### config.mk
export PLATFORM = sky130hd
export DESIGN_NAME = fifo_write_arbiter
export DESIGN_NICKNAME = d
export VERILOG_FILES = /design/src/rtl/fifo_write_arbiter.sv
export SDC_FILE = /design/constraint.sdc
export NUM_CORES = 1
export LEC_CHECK = 0
export BUFFER_PORTS_ARGS = -buffer_cell sky130_fd_sc_hd__buf_2
export CAP_MARGIN = 5
export CORE_ASPECT_RATIO = 0.7
export CORE_UTILIZATION = 51
export CTS_CLUSTER_SIZE = 28
export DETAILED_ROUTE_END_ITERATION = 16
export PLACE_DENSITY = 0.83
export SETUP_SLACK_MARGIN = 0.02
export SLEW_MARGIN = 15
export SYNTH_ARGS = -nofsm -noshare
export SYNTH_HDL_FRONTEND = slang
export SYNTH_SLANG_ARGS = --single-unit
### constraint.sdc
create_clock -name clk -period 5.6 [get_ports clk]
set_input_delay 1.12 -clock clk [delete_from_list [all_inputs] [get_ports clk]]
set_output_delay 1.12 -clock clk [all_outputs]
set_load 0.02 [all_outputs]
### src/rtl/fifo_write_arbiter.sv
// Two-producer round-robin write arbiter in front of a FIFO write port.
// Bursts are capped at MAX_BURST words while the other producer waits; writes pass through with zero latency.
module fifo_write_arbiter #(
  parameter int DATA_WIDTH = 8,
  parameter int MAX_BURST  = 4,
  parameter int CNT_WIDTH  = 16
) (
  input  logic                  clk,
  input  logic                  rst,
  input  logic                  req1,
  input  logic [DATA_WIDTH-1:0] din1,
  output logic                  gnt1,
  input  logic                  req2,
  input  logic [DATA_WIDTH-1:0] din2,
  output logic                  gnt2,
  input  logic                  full,
  output logic                  wr_en,
  output logic [DATA_WIDTH-1:0] din,
  output logic [CNT_WIDTH-1:0]  word_count
);

  localparam int BW = (MAX_BURST > 1) ? $clog2(MAX_BURST) : 1;

  typedef enum logic [1:0] {
    IDLE = 2'd0,
    OWN1 = 2'd1,
    OWN2 = 2'd2
  } state_t;

  typedef enum logic {
    OWNER1 = 1'b0,
    OWNER2 = 1'b1
  } owner_t;

  state_t          state, state_nxt;
  owner_t          last_owner, last_owner_nxt;
  logic [BW-1:0]   burst_cnt, burst_cnt_nxt;
  logic            accept1, accept2;

  function automatic logic burst_done(input logic [BW-1:0] cnt);
    return cnt == BW'(MAX_BURST - 1);
  endfunction

  // Grants come straight off the state register, so async reset drops them at once.
  assign gnt1    = (state == OWN1);
  assign gnt2    = (state == OWN2);
  assign accept1 = gnt1 & req1 & ~full;
  assign accept2 = gnt2 & req2 & ~full;
  assign wr_en   = accept1 | accept2;

  always_comb begin
    din = '0;
    if (gnt1)
      din = din1;
    else if (gnt2)
      din = din2;
  end

  always_comb begin
    state_nxt      = state;
    last_owner_nxt = last_owner;
    burst_cnt_nxt  = burst_cnt;
    unique case (state)
      IDLE: begin
        if (req1 && req2)
          state_nxt = (last_owner == OWNER1) ? OWN2 : OWN1;
        else if (req1)
          state_nxt = OWN1;
        else if (req2)
          state_nxt = OWN2;
      end
      // A full FIFO freezes the whole owner context; nothing moves until it drains.
      OWN1: begin
        if (!full) begin
          if (!req1) begin
            state_nxt      = req2 ? OWN2 : IDLE;
            last_owner_nxt = OWNER1;
            burst_cnt_nxt  = '0;
          end else if (burst_done(burst_cnt)) begin
            burst_cnt_nxt = '0;
            if (req2) begin
              state_nxt      = OWN2;
              last_owner_nxt = OWNER1;
            end
          end else begin
            burst_cnt_nxt = burst_cnt + BW'(1);
          end
        end
      end
      OWN2: begin
        if (!full) begin
          if (!req2) begin
            state_nxt      = req1 ? OWN1 : IDLE;
            last_owner_nxt = OWNER2;
            burst_cnt_nxt  = '0;
          end else if (burst_done(burst_cnt)) begin
            burst_cnt_nxt = '0;
            if (req1) begin
              state_nxt      = OWN1;
              last_owner_nxt = OWNER2;
            end
          end else begin
            burst_cnt_nxt = burst_cnt + BW'(1);
          end
        end
      end
      default: begin
        state_nxt = IDLE;
      end
    endcase
  end

  always_ff @(posedge clk or posedge rst) begin
    if (rst) begin
      state      <= IDLE;
      last_owner <= OWNER2;
      burst_cnt  <= '0;
    end else begin
      state      <= state_nxt;
      last_owner <= last_owner_nxt;
      burst_cnt  <= burst_cnt_nxt;
    end
  end

  always_ff @(posedge clk or posedge rst) begin
    if (rst)
      word_count <= '0;
    else if (wr_en)
      word_count <= word_count + CNT_WIDTH'(1);
  end

endmodule
; ---- Word-level counts from Yosys, hierarchy flattened
; Cells that the tools add are included.
[classes]
n_addsub = 2
n_eq_ne = 9
n_mux = 31
bitwise_logic = 6
reduce_logical = 6
[op_table]
columns = cell, n
row1 = 2-bit two-way mux, 17
row2 = 16-bit by 1-bit adder with 16-bit output (second input constant), 1
row3 = 8-bit two-way mux, 2
row4 = 1-bit two-way mux, 9
row5 = 3-bit by 2-bit inequality test with 1-bit output (second input constant), 3
row6 = 7-bit AND reduction, 1
row7 = 2-bit case mux with 3 select lines, 1
row8 = 5-bit AND reduction, 1
row9 = 1-bit AND, 4
row10 = 2-bit == test (second input constant), 2
row11 = 2-bit inequality test (second input constant), 2
row12 = 2-bit case mux with 2 select lines, 1
row13 = 3-bit inequality test (second input constant), 1
row14 = 3-bit AND reduction, 1
row15 = 2-bit by 1-bit adder with 2-bit output (second input constant), 1
row16 = 2-bit by 1-bit == test with 1-bit output (second input constant), 1
row17 = 2-bit zero test, 1
row18 = 1-bit case mux with 2 select lines, 1
row19 = 2-bit nonzero test, 1
row20 = 1-bit logical AND, 1
row21 = 1-bit NOT, 1
row22 = 1-bit bitwise OR, 1
[totals]
reg_bits = 21
in_bits = 21
out_inout_bits = 27
elab_cells = 58

; ---- Longest topological paths before layout
; Gate-level depths: netlist (run 1).
[depth]
depth_word = 5
ltp_mapped = 7
mapped_depth_nobuf = 6

; ---- Least setup slack after synthesis (run 1)
; Ideal clock, no wire load.
[synth_timing]
path_type = input -> output
startpoint = in req2
endpoint = out wr_en
arrival_ns = 1.642
required_ns = 4.480
setup_slack_ns = 2.838
path_stages = 3
path_buffers = 1
path_cell_list = buf_6 > a22oi_4 > nor2_2
[synth_between]
elab_chain_cells = 3
[synth_lines]
columns = element, line_no
row1 = from (decl), 13  ; input logic req2,
row2 = 1-bit AND (2 in series), 48  ; assign accept2 = gnt2 & req2 & ~full;
row3 = 1-bit bitwise OR, 49  ; assign wr_en = accept1 | accept2;
row4 = to (decl), 17  ; output logic wr_en,
; Every way passes these cells.

; ---- Worst setup path in the final report (run 1)
[layout_timing]
startpoint = reg state[0]
endpoint = out din[7]
[layout_between]
elab_chain_cells = 3
word_cells_on_any_way = 4
cone_classes = eq/ne: 2 / mux: 2
[layout_lines]
columns = element, line_no
row1 = from (decl), 35  ; state_t state, state_nxt;
row2 = from (signal assigned), 119  ; state <= state_nxt;
row3 = 2-bit == test, 46  ; assign gnt2 = (state == OWN2);
row4 = 8-bit two-way mux, 55  ; else if (gnt2)
row5 = 8-bit two-way mux *, 53  ; if (gnt1)
row6 = to (decl), 18  ; output logic [DATA_WIDTH-1:0] din,
; Mark *: on every way between the ends. The rest lies on a longest branch, timed or not.

==> results.py, run 1 <==
metrics = {
    "status": {
        "status": "finished, final reports clean",
    },
    "floorplan": {
        "io_pins": 48,
        "rows": 14,
        "dieArea_um2": 2597,
        "initial_core_util_pct": 55.33,
        "die_height_um": 42.94,
        "coreArea_um2": 2207,
        "die_width_um": 60.49,
    },
    "clocking": {
        "cts_setup_buffers": 0,
        "htreeDepth": 1,
        "cts_root_buf": "clkbuf_4",
        "cts_tree": "built",
        "worstSkewPairLatency_ns": 0.32,
        "cts_buffers": 3,
        "clockBufferDepth": 2,
        "cts_resized": 0,
        "clk_pin_slew_ns": 0.12,
        "cts-hold-fix-buffers": 0,
        "cts_sinks": 21,
    },
    "worst_setup_path": {
        "timing.critical_path.arrival_ns": 2.15,
        "worstPathMaxFanout": 10,
        "path_cells": "inv_1 -> ha_1 -> nor2b_1 -> a22o_1 -> buf_2",
        "end_kind": "output pin",
        "required_ns": 4.48,
        "path_delay_family": "simple AND/OR/NAND/NOR gates",
        "path_buf_inv": 2,
        "start_kind": "flip-flop",
        "cp_slowest_cell": "nor2b_1",
        "max_stage_delay_ns": 0.49,
        "crit_type": "reg -> out",
    },
    "detailed_routing": {
        "ant_nets": 0,
        "first_iter_violations": 23,
        "via_per_inst": 5.168,
        "dr_total_vias": 982,
        "wl_per_cell_um": 13.07,
        "first_pass_iters": 4,
        "drc_errors": 0,
        "wl_um": 2483,
    },
    "finish": {
        "stdcell_area_um2": 1498,
        "fillerInstances": 195,
        "area_growth_pct": 22.64,
        "layout.nets": 187,
        "n_antenna_cell": 0,
        "drive_gt1_share_pct": 37.97,
        "final_cells": 190,
    },
    "yosys": {
        "synthMostInstantiatedCell": "dfrtp_1",
        "synth_area_leaders": "dfrtp_1 (41%), a22o_1 (7.9%), ha_1 (7.2%), xnor2_1 (5.7%), xor2_1 (5.0%)",
        "yosys_warnings": 0,
        "postSynthRegisterBits": 21,
        "yosysTopAreaCellShare_pct": 40.98,
        "ys_types": 36,
        "synth_edf_count": 0,
        "synth_cells": 111,
        "ys_seq_area_share_pct": 43.14,
        "yosys.area.top_type": "dfrtp_1",
        "async_reset_ff_share_pct": 100.0,
        "synth_common_cells": "dfrtp_1 (20), a22o_1 (11), nand2_1 (9), xnor2_1 (8)",
        "syn_nets": 139,
        "syn_avg_cell_area_um2": 11.00,
        "synthFlopType": "dfrtp_1",
        "synth_area_um2": 1221,
    },
    "sta": {
        "hold_violations": 0,
        "worst_pin_slew_ns": 0.7682,
        "min_period_ns": 3.270,
        "slew_violations": 0,
        "whs_ns": 0.4932,
        "setup_viol": 0,
        "tns_ns": 0,
        "rsz0062_at_grt": "false",
        "finClkSkew_ns": 0.01167,
        "max_freq_mhz": 305.8,
        "slew_headroom_pct": 48.73,
        "min_period_over_period_pct": 58.39,
    },
    "pwr": {
        "ir_drop_uv": 331.5,
        "p_leak_nw": 0.8293,
        "power_density_nw_per_um2": 413.1,
    },
    "global_routing": {
        "antenna_found_initial": 0,
        "grt_first_pass_wirelength_um": 4084,
        "grt_pass1_vias": 981,
        "grt_max_degree": 22,
        "grt_use_total_pct": 21.13,
        "grt_overflow": 0,
    },
    "place": {
        "gp_congestion": 0.7763,
        "dpl.hpwl_um": 2010,
        "dp_cells": 186,
        "place_area_um2": 1470,
        "portBuffers": 47,
    },
    "worst_hold_path": {
        "hold_class": "reg -> reg",
    },
    "run": {
        "maxCapViolCount": 0,
    },
}
==> per-stage QoR <==
stage	utilization [%]	total power, mW	setup slack [ns]
floorplan	-	0.4669	2.838
global placement	66.61	0.5373	2.632
finish	67.86	0.6187	2.330
detailed placement	66.61	0.5498	2.606
global route	67.86	0.6625	2.140
CTS	67.86	0.6234	2.329
==> sequential cells by signal, summed over array words and instances, names as in the netlist <==
register	flops
word_count	16
state	2
burst_cnt	2
last_owner	1
==> cells by family (layout without fill, tap and decap cells) <==
kind of cell / count (synthesis) / in the layout / synth area share [%]
mux: 2 / 2 / 2.151
flops: 21 / 21 / 43.14
xor+xnor: 15 / 15 / 10.76
buf+inv: 8 / 55 / 3.381
compound gates: 26 / 26 / 17.52
fa+ha+maj: 7 / 7 / 7.172
simple gates: 32 / 32 / 15.88
==> worst paths after layout <==
kind                                            start                    endpoint  slack (ns)  cells past startpoint
max                              state[0]$_DFFE_PP0P_                      din[7]        2.33                      5
min                        word_count[15]$_DFFE_PP0P_  word_count[15]$_DFFE_PP0P_        0.49                      1
max reg2reg                      state[0]$_DFFE_PP0P_   word_count[9]$_DFFE_PP0P_        3.55                      6
min reg2reg                word_count[15]$_DFFE_PP0P_  word_count[15]$_DFFE_PP0P_        0.49                      1
max in group asynchronous                         rst        state[1]$_DFFE_PP0P_        4.19                      2
min in group asynchronous                         rst  word_count[14]$_DFFE_PP0P_        0.92                      2
==> cell usage in the layout (no fill, tap or decap) <==
cell type   n
a21boi_0    1
a21oi_1     6
a22o_1     11
a22oi_4     1
and3_1      1
and4_1      2
buf_2      47
clkbuf_4    3
clkinv_2    1
dfrtp_1    20
dfstp_2     1
ha_1        7
inv_1       4
mux2_2      1
mux2_4      1
nand2_1     9
nand2b_1    1
nand3_1     2
nand4_1     2
nand4b_2    1
nor2_1      5
nor2_2      1
nor2b_1     1
nor3_1      3
nor4b_1     1
nor4b_4     1
o211ai_2    1
o21a_1      1
o21ai_0     1
o21bai_1    2
o221a_2     1
o31ai_1     1
or2b_1      1
or3_1       1
xnor2_1     8
xor2_1      7
==> layout make-up <==
type                       instances  area, um2  area share (%)
timing repair buffer              47      235.2           15.71
multi-input combinational         82      653.1           43.61
inverter                           4      15.01           1.003
clock inverter                     1      5.005          0.3342
tap                               32      40.04           2.673
clock buffer                       3      22.52           1.504
sequential                        21      526.8           35.17
==> metal layers <==
metal	wire length, um	global-route usage [%]	vias to the layer above
li1	-	-	490
met1	1147	28.71	467
met2	1209	34.07	22
met3	108	6.402	3
met4	17	2.727	0
met5	0	0	-
==> where the power goes <==
part	total [mW]	switching, mW	internal (mW)
combinational	0.327	0.190	0.137
sequential	0.218	0.0329	0.185
clock	0.0746	0.0478	0.0268
total	0.619	0.270	0.348
Power figures use the tool's default switching activity.
==> run 2: changes to the inputs <==
--- a/config.mk
+++ b/config.mk
@@ -8,10 +8,10 @@
 export BUFFER_PORTS_ARGS = -buffer_cell sky130_fd_sc_hd__buf_2
 export CAP_MARGIN = 5
 export CORE_ASPECT_RATIO = 0.7
-export CORE_UTILIZATION = 51
+export CORE_UTILIZATION = 48
 export CTS_CLUSTER_SIZE = 28
 export DETAILED_ROUTE_END_ITERATION = 16
-export PLACE_DENSITY = 0.83
+export PLACE_DENSITY = 0.79
 export SETUP_SLACK_MARGIN = 0.02
 export SLEW_MARGIN = 15
 export SYNTH_ARGS = -nofsm -noshare
==> constraint.sdc (replaced) <==
create_clock -name clk -period 3.38 [get_ports clk]
set_input_delay 0.676 -clock clk [delete_from_list [all_inputs] [get_ports clk]]
set_output_delay 0.676 -clock clk [all_outputs]
set_load 0.02 [all_outputs]
==> results.py, run 2 (same netlist as run 1, synthesis figures left out) <==
metrics = {
    "status": {
        "status": "finished, final reports clean",
    },
    "global_routing": {
        "grt_pass1_vias": 924,
        "grt_first_pass_wirelength_um": 4222,
        "grt_max_degree": 22,
        "grt_overflow": 0,
        "antenna_found_initial": 0,
        "grt_use_total_pct": 20.35,
    },
    "sta": {
        "tns_ns": 0,
        "hold_violations": 0,
        "max_freq_mhz": 356.0,
        "slew_headroom_pct": 47.52,
        "setup_viol": 0,
        "rsz0062_at_grt": "false",
        "min_period_ns": 2.809,
        "finClkSkew_ns": 0.01057,
        "min_period_over_period_pct": 83.10,
        "worst_pin_slew_ns": 0.7864,
        "slew_violations": 0,
    },
    "floorplan": {
        "dieArea_um2": 2753,
        "coreArea_um2": 2277,
        "die_width_um": 62.29,
        "io_pins": 48,
        "initial_core_util_pct": 53.63,
        "rows": 14,
        "die_height_um": 44.20,
    },
    "clocking": {
        "cts-hold-fix-buffers": 0,
        "cts_setup_buffers": 0,
        "cts_tree": "built",
        "cts_resized": 0,
        "clk_pin_slew_ns": 0.12,
        "htreeDepth": 1,
        "cts_buffers": 3,
        "clockBufferDepth": 2,
        "cts_root_buf": "clkbuf_4",
        "worstSkewPairLatency_ns": 0.31,
        "cts_sinks": 21,
    },
    "pwr": {
        "p_leak_nw": 0.8293,
        "ir_drop_uv": 382.3,
        "power_density_nw_per_um2": 691.4,
    },
    "worst_setup_path": {
        "required_ns": 2.70,
        "start_kind": "flip-flop",
        "worstPathMaxFanout": 10,
        "startpoint": "state[0]$_DFFE_PP0P_",
        "crit_type": "reg -> out",
        "reg2reg_setup_slack_ns": 1.35,
        "r2r-start": "state[0]$_DFFE_PP0P_",
        "endpoint": "din[1]",
        "timing.critical_path.arrival_ns": 2.13,
        "ff2ff_path_depth": 6,
        "r2r-end": "word_count[9]$_DFFE_PP0P_",
        "end_kind": "output pin",
    },
    "detailed_routing": {
        "first_pass_iters": 4,
        "drc_errors": 0,
        "via_per_inst": 5.321,
        "wl_per_cell_um": 13.73,
        "first_iter_violations": 19,
        "wl_um": 2609,
        "ant_nets": 0,
        "dr_total_vias": 1011,
    },
    "place": {
        "portBuffers": 47,
        "gp_congestion": 0.8197,
        "dpl.hpwl_um": 2039,
        "dp_cells": 186,
    },
    "finish": {
        "largest_registers": "word_count x16, burst_cnt x2, state x2",
        "largest_reg_flops": 16,
        "drive_gt1_share_pct": 37.97,
        "area_growth_pct": 22.64,
        "fillerInstances": 178,
        "layout.nets": 187,
        "largest_register": "word_count",
        "mostFrequentLayoutCells": "buf_2 (47), dfrtp_1 (20), a22o_1 (11)",
        "n_antenna_cell": 0,
        "final_cells": 190,
        "mostFrequentLayoutCell": "buf_2",
    },
    "worst_hold_path": {
        "hold_class": "in -> async",
    },
    "run": {
        "maxCapViolCount": 0,
    },
}
[run 2: critical path: stages, from the launching register on]
cell and delay, ns:
dfrtp_1 0.45, inv_1 0.11, ha_1 0.39, nor2b_1 0.50
a22o_1 0.22, buf_2 0.16
[run 2: worst min-delay path by stage]
stage	slack, ns	depth (start not counted)	end	from
after floorplan	0.48	1	burst_cnt[1]$_DFFE_PP0P_	burst_cnt[1]$_DFFE_PP0P_
after global placement	0.46	1	word_count[15]$_DFFE_PP0P_	word_count[15]$_DFFE_PP0P_
after detailed placement	0.47	1	word_count[15]$_DFFE_PP0P_	word_count[15]$_DFFE_PP0P_
after CTS	0.49	1	word_count[15]$_DFFE_PP0P_	word_count[15]$_DFFE_PP0P_
after global routing	0.50	1	word_count[15]$_DFFE_PP0P_	word_count[15]$_DFFE_PP0P_
final	0.49	2	word_count[15]$_DFFE_PP0P_	rst
[run 2: layer usage]
metal | wire length [um] | global-route usage [%] | share of wire (%) | vias to the layer above
met4 | 11 | 6.977 | 0.42 | 0
met5 | 0 | 0 | 0 | -
met2 | 1189 | 34.73 | 46 | 50
met3 | 219 | 6.959 | 8.4 | 2
met1 | 1188 | 24.75 | 46 | 469
li1 | - | - | - | 490
[run 2: cell type report]
cell class / instances / area (um2) / area share [%]
well taps: 32 / 40.04 / 2.673
flip-flops and latches: 21 / 526.8 / 35.17
clock buffers: 3 / 22.52 / 1.504
multi-input cells: 82 / 653.1 / 43.61
repair buffers: 47 / 235.2 / 15.71
inverters: 4 / 15.01 / 1.003
clock inverters: 1 / 5.005 / 0.3342
[run 2: report_power, final]
group	switching [mW]	internal [mW]	total, mW
logic	0.325	0.229	0.553
clock network	0.0786	0.0442	0.123
registers	0.0534	0.306	0.359
[run 2: stage by stage]
| stage | cell area, um2 | power [mW] | util (%) | worst slack [ns] | hold WS (ns) |
|---|---|---|---|---|---|
| floorplan | 1221 | 0.7736 | - | 1.123 | 0.4771 |
| global placement | 1470 | 0.8916 | 64.56 | 1.064 | 0.4565 |
| detailed placement | 1470 | 0.9180 | 64.56 | 0.9267 | 0.4707 |
| CTS | 1498 | 1.042 | 65.77 | 0.5626 | 0.4870 |
| global route | 1498 | 1.099 | 65.77 | 0.3991 | 0.4968 |
| finish | 1498 | 1.035 | 65.77 | 0.5712 | 0.4876 |
==> run 3: changes to the inputs <==
==> constraint.sdc (replaced) <==
create_clock -name clk -period 2.9 [get_ports clk]
set_input_delay 0.58 -clock clk [delete_from_list [all_inputs] [get_ports clk]]
set_output_delay 0.58 -clock clk [all_outputs]
set_load 0.02 [all_outputs]
==> results.py, run 3 (same netlist as run 1, synthesis figures left out) <==
metrics = {
    "global_routing": {
        "grt_overflow": 0,
        "grt_pass1_vias": 940,
        "grt_use_total_pct": 20.64,
        "grt_first_pass_wirelength_um": 4264,
        "antenna_found_initial": 0,
        "grt_max_degree": 22,
    },
    "floorplan": {
        "rows": 14,
        "coreArea_um2": 2277,
        "die_height_um": 44.20,
        "die_width_um": 62.29,
        "io_pins": 48,
        "initial_core_util_pct": 53.63,
        "dieArea_um2": 2753,
    },
    "clocking": {
        "htreeDepth": 1,
        "cts-hold-fix-buffers": 0,
        "cts_root_buf": "clkbuf_4",
        "cts_resized": 0,
        "cts_tree": "built",
        "cts_buffers": 3,
        "worstSkewPairLatency_ns": 0.32,
        "clockBufferDepth": 2,
        "cts_setup_buffers": 0,
        "cts_sinks": 21,
        "clk_pin_slew_ns": 0.13,
    },
    "detailed_routing": {
        "wl_per_cell_um": 13.92,
        "dr_total_vias": 1001,
        "ant_nets": 0,
        "drc_errors": 0,
        "wl_um": 2645,
        "first_pass_iters": 4,
        "via_per_inst": 5.268,
        "first_iter_violations": 18,
    },
    "worst_setup_path": {
        "end_kind": "output pin",
        "r2r-end": "word_count[9]$_DFFE_PP0P_",
        "timing.critical_path.arrival_ns": 2.09,
        "ff2ff_path_depth": 6,
        "worstPathMaxFanout": 10,
        "reg2reg_setup_slack_ns": 0.90,
        "required_ns": 2.32,
        "r2r-start": "state[0]$_DFFE_PP0P_",
        "start_kind": "flip-flop",
        "crit_type": "reg -> out",
    },
    "finish": {
        "mostFrequentLayoutCells": "buf_2 (47), dfrtp_1 (20), a22o_1 (11)",
        "largest_reg_flops": 16,
        "drive_gt1_share_pct": 37.97,
        "layout.nets": 187,
        "area_growth_pct": 22.64,
        "mostFrequentLayoutCell": "buf_2",
        "largest_register": "word_count",
        "largest_registers": "word_count x16, burst_cnt x2, state x2",
        "n_antenna_cell": 0,
    },
    "sta": {
        "max_freq_mhz": 374.4,
        "min_period_ns": 2.671,
        "slew_violations": 0,
        "tns_ns": 0,
        "whs_ns": 0.3894,
        "hold_violations": 0,
        "min_period_over_period_pct": 92.09,
        "setup_viol": 0,
        "finClkSkew_ns": 0.005851,
        "slew_headroom_pct": 46.95,
        "rsz0062_at_grt": "false",
        "worst_pin_slew_ns": 0.7949,
    },
    "pwr": {
        "combPwrFrac_pct": 53.0,
        "p_leak_nw": 0.8293,
        "power_density_nw_per_um2": 808.7,
        "p_sw_share_pct": 44.30,
        "seq_power_share_pct": 34.7,
        "switchingPower_uw": 536.6,
        "p_total_mw": 1.211,
        "ir_drop_uv": 605.3,
        "power.internal_uw": 674.6,
        "clockPowerShare_pct": 12.3,
    },
    "run": {
        "maxCapViolCount": 0,
    },
    "status": {
        "status": "finished, final reports clean",
    },
    "place": {
        "gp_congestion": 0.8191,
        "dpl.hpwl_um": 2031,
        "portBuffers": 47,
    },
    "worst_hold_path": {
        "hold_class": "in -> async",
    },
}
run 3: cell counts in the layout (fill, tap and decap cells not counted):
No cell type changed its count.
run 3: power by group through the flow:
| stage | Combinational (mW) | Sequential (mW) | Clock, mW |
|---|---|---|---|
| finish | 0.642 | 0.420 | 0.149 |
| global route | 0.694 | 0.429 | 0.163 |
| CTS | 0.647 | 0.420 | 0.156 |
| detailed placement | 0.646 | 0.424 | 0 |
| global placement | 0.622 | 0.417 | 0 |
| floorplan | 0.453 | 0.449 | 0 |
run 3: routing by layer:
layer	part of all wire, %	up-vias	routed length (um)	global-route usage, %
met1	46	462	1218	24.09
met4	1.9	0	51	8.372
met2	44	40	1158	34.95
met3	8.2	6	217	8.247
met5	0	-	0	0
li1	-	493	-	-
run 3: final cells by class:
cell class	instances	area [um2]
clock buffers	3	22.52
inverters	4	15.01
clock inverters	1	5.005
multi-input cells	82	653.1
repair buffers	47	235.2
flip-flops and latches	21	526.8
fillers	184	779.5
well taps	32	40.04
run 3: worst max-delay path, cell delays in order (launching register included):
cell	delay, ns
dfrtp_1	0.45
inv_1	0.10
ha_1	0.37
nor2b_1	0.49
a22o_1	0.21
buf_2	0.16
run 3: worst max-delay path by stage:
stage | from | end | slack [ns]
floorplan | state[0]$_DFFE_PP0P_ | din[0] | 0.74
global placement | state[0]$_DFFE_PP0P_ | din[0] | 0.68
detailed placement | state[0]$_DFFE_PP0P_ | din[0] | 0.55
CTS | state[0]$_DFFE_PP0P_ | din[1] | 0.18
global route | state[0]$_DFFE_PP0P_ | din[1] | 0.04
finish | state[0]$_DFFE_PP0P_ | din[1] | 0.23
run 3: stage by stage:
stage	instance area, um2	worst slack [ns]	util, %	cells
finish	1498	0.2294	65.77	190
global route	1498	0.04349	65.77	190
CTS	1498	0.1767	65.77	190
detailed placement	1470	0.5495	64.56	186
global placement	1470	0.6798	64.56	186
floorplan	1221	0.7389	-	111
